`config.mk`:
```
export PLATFORM = sky130hd
export DESIGN_NAME = index_counter_2d
export DESIGN_NICKNAME = d
export VERILOG_FILES = /design/src/rtl/idxcnt_pkg.sv /design/src/rtl/index_counter_2d_mod_counter.sv /design/src/rtl/index_counter_2d.sv
export SDC_FILE = /design/constraint.sdc
export NUM_CORES = 1
export LEC_CHECK = 0
export BUFFER_PORTS_ARGS = -buffer_cell sky130_fd_sc_hd__buf_2
export CORE_AREA = 2 2 39 41
export DETAILED_ROUTE_END_ITERATION = 12
export DIE_AREA = 0 0 41 43
export SETUP_SLACK_MARGIN = 0.5
export SKIP_CTS_REPAIR_TIMING = 1
export SKIP_LAST_GASP = 1
export SLEW_MARGIN = 10
export SYNTH_ARGS = -nofsm -noshare
export SYNTH_HDL_FRONTEND = slang
export SYNTH_SLANG_ARGS = --single-unit
```
`constraint.sdc`:
```
create_clock -name clk -period 1.2 [get_ports clk]
set_clock_uncertainty 0.1 [all_clocks]
set_input_delay 0.24 -clock clk [delete_from_list [all_inputs] [get_ports clk]]
set_output_delay 0.24 -clock clk [all_outputs]
set_load 0.05 [all_outputs]
```
`src/rtl/idxcnt_pkg.sv`:
```
// idxcnt_pkg: shared state encoding and stall counter width for index_counter_2d.
package idxcnt_pkg;
    typedef enum logic [1:0] {IDLE, RUN, DONE} state_t;
    localparam int STALL_W = 16;
endpackage

```
`src/rtl/index_counter_2d_mod_counter.sv`:
```
// mod_counter: modulo-MOD up counter with sync clear and terminal-count flag.
module mod_counter #(
    parameter int MOD = 5,
    parameter int W = $clog2(MOD)
) (
    input  logic         clk,
    input  logic         rst,
    input  logic         clr,
    input  logic         en,
    output logic [W-1:0] q,
    output logic         tc
);
    assign tc = q == W'(MOD - 1);
    always_ff @(posedge clk or posedge rst)
        if (rst) q <= '0;
        else if (clr) q <= '0;
        else if (en) q <= tc ? '0 : q + 1'b1;
endmodule

```
`src/rtl/index_counter_2d.sv`:
```
// index_counter_2d: row-major 2D index scanner with IDLE/RUN/DONE control.
// Optional stall statistics output enabled by macro IDXCNT_STALL_STAT_EN.
module index_counter_2d
    import idxcnt_pkg::*;
#(
    parameter int ROWS = 5,
    parameter int COLS = 5,
    parameter int RW = $clog2(ROWS),
    parameter int CW = $clog2(COLS)
) (
    input  logic          clk,
    input  logic          rst,
    input  logic          start,
    input  logic          count_en,
    output logic [RW-1:0] row_idx,
    output logic [CW-1:0] col_idx,
    output logic          valid,
    output logic          row_end,
    output logic          done,
`ifdef IDXCNT_STALL_STAT_EN
    output logic          busy,
    output logic [STALL_W-1:0] stall_cnt
`else
    output logic          busy
`endif
);
    state_t state, state_nx;
    logic run, step, col_tc, row_tc;
    assign run  = state == RUN;
    assign step = run && count_en;
    // Counters sit cleared outside RUN, so every scan starts at (0,0).
    mod_counter #(.MOD(COLS), .W(CW)) u_col (
        .clk(clk), .rst(rst), .clr(!run), .en(step), .q(col_idx), .tc(col_tc)
    );
    mod_counter #(.MOD(ROWS), .W(RW)) u_row (
        .clk(clk), .rst(rst), .clr(!run), .en(step && col_tc), .q(row_idx), .tc(row_tc)
    );
    always_ff @(posedge clk or posedge rst)
        if (rst) state <= IDLE;
        else state <= state_nx;
    always_comb begin
        state_nx = state;
        if (state == IDLE && start) state_nx = RUN;
        if (step && col_tc && row_tc) state_nx = DONE;
        if (state == DONE) state_nx = IDLE;
    end
    assign valid   = run;
    assign row_end = run && col_tc;
    assign done    = state == DONE;
    assign busy    = state != IDLE;
`ifdef IDXCNT_STALL_STAT_EN
    always_ff @(posedge clk or posedge rst)
        if (rst) stall_cnt <= '0;
        else if (state == IDLE && start) stall_cnt <= '0;
        else if (run && !count_en && stall_cnt != '1) stall_cnt <= stall_cnt + 1'b1;
`endif
endmodule

```
==> impl_metrics.env <==
export IMPL_yosys_top_cells_count="dfrtp_1 (8), inv_1 (7), a21oi_1 (5), nand2_1 (5), nor2_1 (5)"
export IMPL_startpoint_type="register"
export IMPL_dpl_cell_area_um2=716
export IMPL_cts_num_sinks=8
export IMPL_cts_made_buffers=3
export IMPL_dieArea_mm2=0.00176
export IMPL_multi_input_area_um2=332
export IMPL_max_freq_mhz=672
export IMPL_die_y_um=43
export IMPL_violations="negative hold slack, negative setup slack"
export IMPL_final_setup_tns_ns=-1.55
export IMPL_worstMarginPinSlew_ns=0.320
export IMPL_rsz0062_at_grt="yes"
export IMPL_synth_edf_count=0
export IMPL_final_nets=87
export IMPL_slew_headroom_pct=78.6
export IMPL_hold_slack_ns=-0.181
export IMPL_firstDrtPassIters=4
export IMPL_hold_violations=8
export IMPL_coreArea_mm2=0.00138
export IMPL_seqCellArea_um2=209
export IMPL_async_flop_share_pct=100
export IMPL_period_minus_slack_ns=1.49
export IMPL_cp_arrival_ns=1.15
export IMPL_drive_gt1_share_pct=75.6
export IMPL_synthFlopType="dfrtp_1"
export IMPL_gp_congestion=0.725
export IMPL_via_per_inst=4.72
export IMPL_clk_pin_slew_ns=0.07
export IMPL_grt_first_pass_wirelength_um=1570
export IMPL_start_util_pct=33.5
export IMPL_cts_tree="built"
export IMPL_synth_cells=49
export IMPL_p_leak_uw=0.000393
export IMPL_drt_total_wl_um=1110
export IMPL_clk_latency_ns=0.26
export IMPL_cts_buffer_depth=2
export IMPL_hpwlAfterDp_um=789
export IMPL_rows=14
export IMPL_synth_most_common_cell="dfrtp_1"
export IMPL_synth_top_area_share_pct=43.2
export IMPL_fin_area_um2=860
export IMPL_worstPathMaxFanout=2
export IMPL_grtUsageTotal_pct=13.1
export IMPL_end_kind="output pin"
export IMPL_crit_required_ns=0.86
export IMPL_grt_pass1_vias=388
export IMPL_initialDrtViolationCount=2
export IMPL_antenna_found_initial=0
export IMPL_syn_num_nets=57
export IMPL_vias=444
export IMPL_vdd_drop_max_mv=1.32
export IMPL_grt_overflow=0
export IMPL_hold_class="in2async"
export IMPL_drc=0
export IMPL_yosysWarnings=0
export IMPL_setup_slack_ns=-0.289
export IMPL_maxCapViolations=0
export IMPL_synthesis_area_um2=463
export IMPL_ys_types=17
export IMPL_ys_ff_latch=8
export IMPL_r2r_setup_slack_ns=-0.09
export IMPL_die_w_um=41
export IMPL_avgSynthCellArea_um2=9.45
export IMPL_fillers=120
export IMPL_synthTopCellsByArea="dfrtp_1 (43%), ha_1 (11%), inv_1 (5.7%)"
export IMPL_grt_max_degree=9
export IMPL_port_buffer_count=13
export IMPL_area_growth_pct=85.7
export IMPL_antenna_left=0
export IMPL_path_class="reg2out"
export IMPL_ys_seq_area_share_pct=43.2
export IMPL_slew_viol_final=0
export IMPL_route_detailed_wl_per_inst_um=11.8
export IMPL_diodes=0
export IMPL_p_per_area_mw_per_mm2=2480
export IMPL_yosys_area_top_type="dfrtp_1"
export IMPL_root_buffer="clkbuf_4"
export IMPL_status="finished with violations"
export IMPL_finalSetupViolCount=14
export IMPL_io_pins=14
export IMPL_ctsHtreeMaxLevel=1
export IMPL_fin_crit_sh_pct=124
==> metrics by stage <==
step / setup slack, ns / util (%) / power, µW / hold slack (ns) / std cells
6_report: -0.289 / 62.1 / 2130 / -0.181 / 94
5_1_grt: -0.342 / 62.1 / 2260 / -0.147 / 94
4_1_cts: -0.388 / 53.6 / 1880 / -0.168 / 92
3_5_place_dp: -0.121 / 51.7 / 1650 / 0.108 / 88
3_3_place_gp: -0.119 / 51.7 / 1640 / 0.102 / 88
2_1_floorplan: -0.275 / - / 1290 / -0.0448 / 49
==> placed cells by master (no fill, tap or decap) <==
cell	instances
a21oi_1	2
nand3b_4	1
a21oi_2	4
clkbuf_1	1
inv_1	1
ha_4	2
o21ai_2	1
buf_8	3
buf_12	1
o21ai_1	2
clkinvlp_4	1
o21a_1	1
ha_2	1
buf_4	9
nand3_1	1
nand3_2	1
nand3_4	1
a41oi_1	1
buf_2	4
clkbuf_4	3
dfrtp_2	7
dfrtp_1	1
nand2b_1	2
nand2_4	3
or2_4	1
nor2_4	3
buf_6	8
ha_1	1
nor2_1	2
nand3b_1	1
inv_2	5
nand2_1	2
mux2i_1	1
==> sequential cells by signal (all words and copies together) (netlist names) <==
| signal | cells |
|---|---|
| state | 2 |
| u_col.q | 3 |
| u_row.q | 3 |
==> worst paths after layout <==
check,start,end,cells after the start
min reg2reg,state[1]$_DFFE_PP0P_,state[1]$_DFFE_PP0P_,1
min,rst,u_col.q[2]$_DFFE_PP0P_,2
min in group clk,start,state[0]$_DFFE_PP0P_,3
max reg2reg,u_col.q[0]$_DFFE_PP0P_,u_row.q[0]$_DFFE_PP0P_,6
max in group asynchronous,rst,state[0]$_DFFE_PP0P_,2
max,u_col.q[0]$_DFFE_PP0P_,row_end,5
==> kinds of logic after synthesis <==
group | Yosys count | share of synthesized area, %
simple gates | 18 | 24.1
compound gates | 11 | 14.1
mux | 1 | 2.16
flops | 8 | 43.2
fa+ha+maj | 4 | 10.8
buf+inv | 7 | 5.68
==> metal layers <==
layer | global-route usage [%] | wire length (µm) | up-vias | share of wire, %
met5 | 0 | 0 | - | 0
met4 | 4.00 | 0 | 0 | 0
met3 | 4.71 | 37 | 0 | 3.3
met2 | 19.7 | 610 | 10 | 55
met1 | 17.2 | 462 | 214 | 42
li1 | - | - | 220 | -
==> where the power goes <==
group / internal (µW) / switching (µW) / leakage (µW)
registers: 373 / 98.2 / 0.0000912
logic: 642 / 798 / 0.000287
clock network: 127 / 96.8 / 0.0000150
==> final cells by class <==
cell class	instances	area share [%]
clock buffer	4	3.06
inverter	7	3.49
multi-input combinational	34	38.6
sequential	8	24.3
tap	16	2.33
timing repair buffer	25	28.2
==> critical path, stage by stage (launching register included) <==
cell and delay [ns]:
dfrtp_2 0.41, inv_2 0.07, ha_4 0.14, nand2_4 0.05, nor2_4 0.09, buf_8 0.15
(Power assumes the default switching activity.)
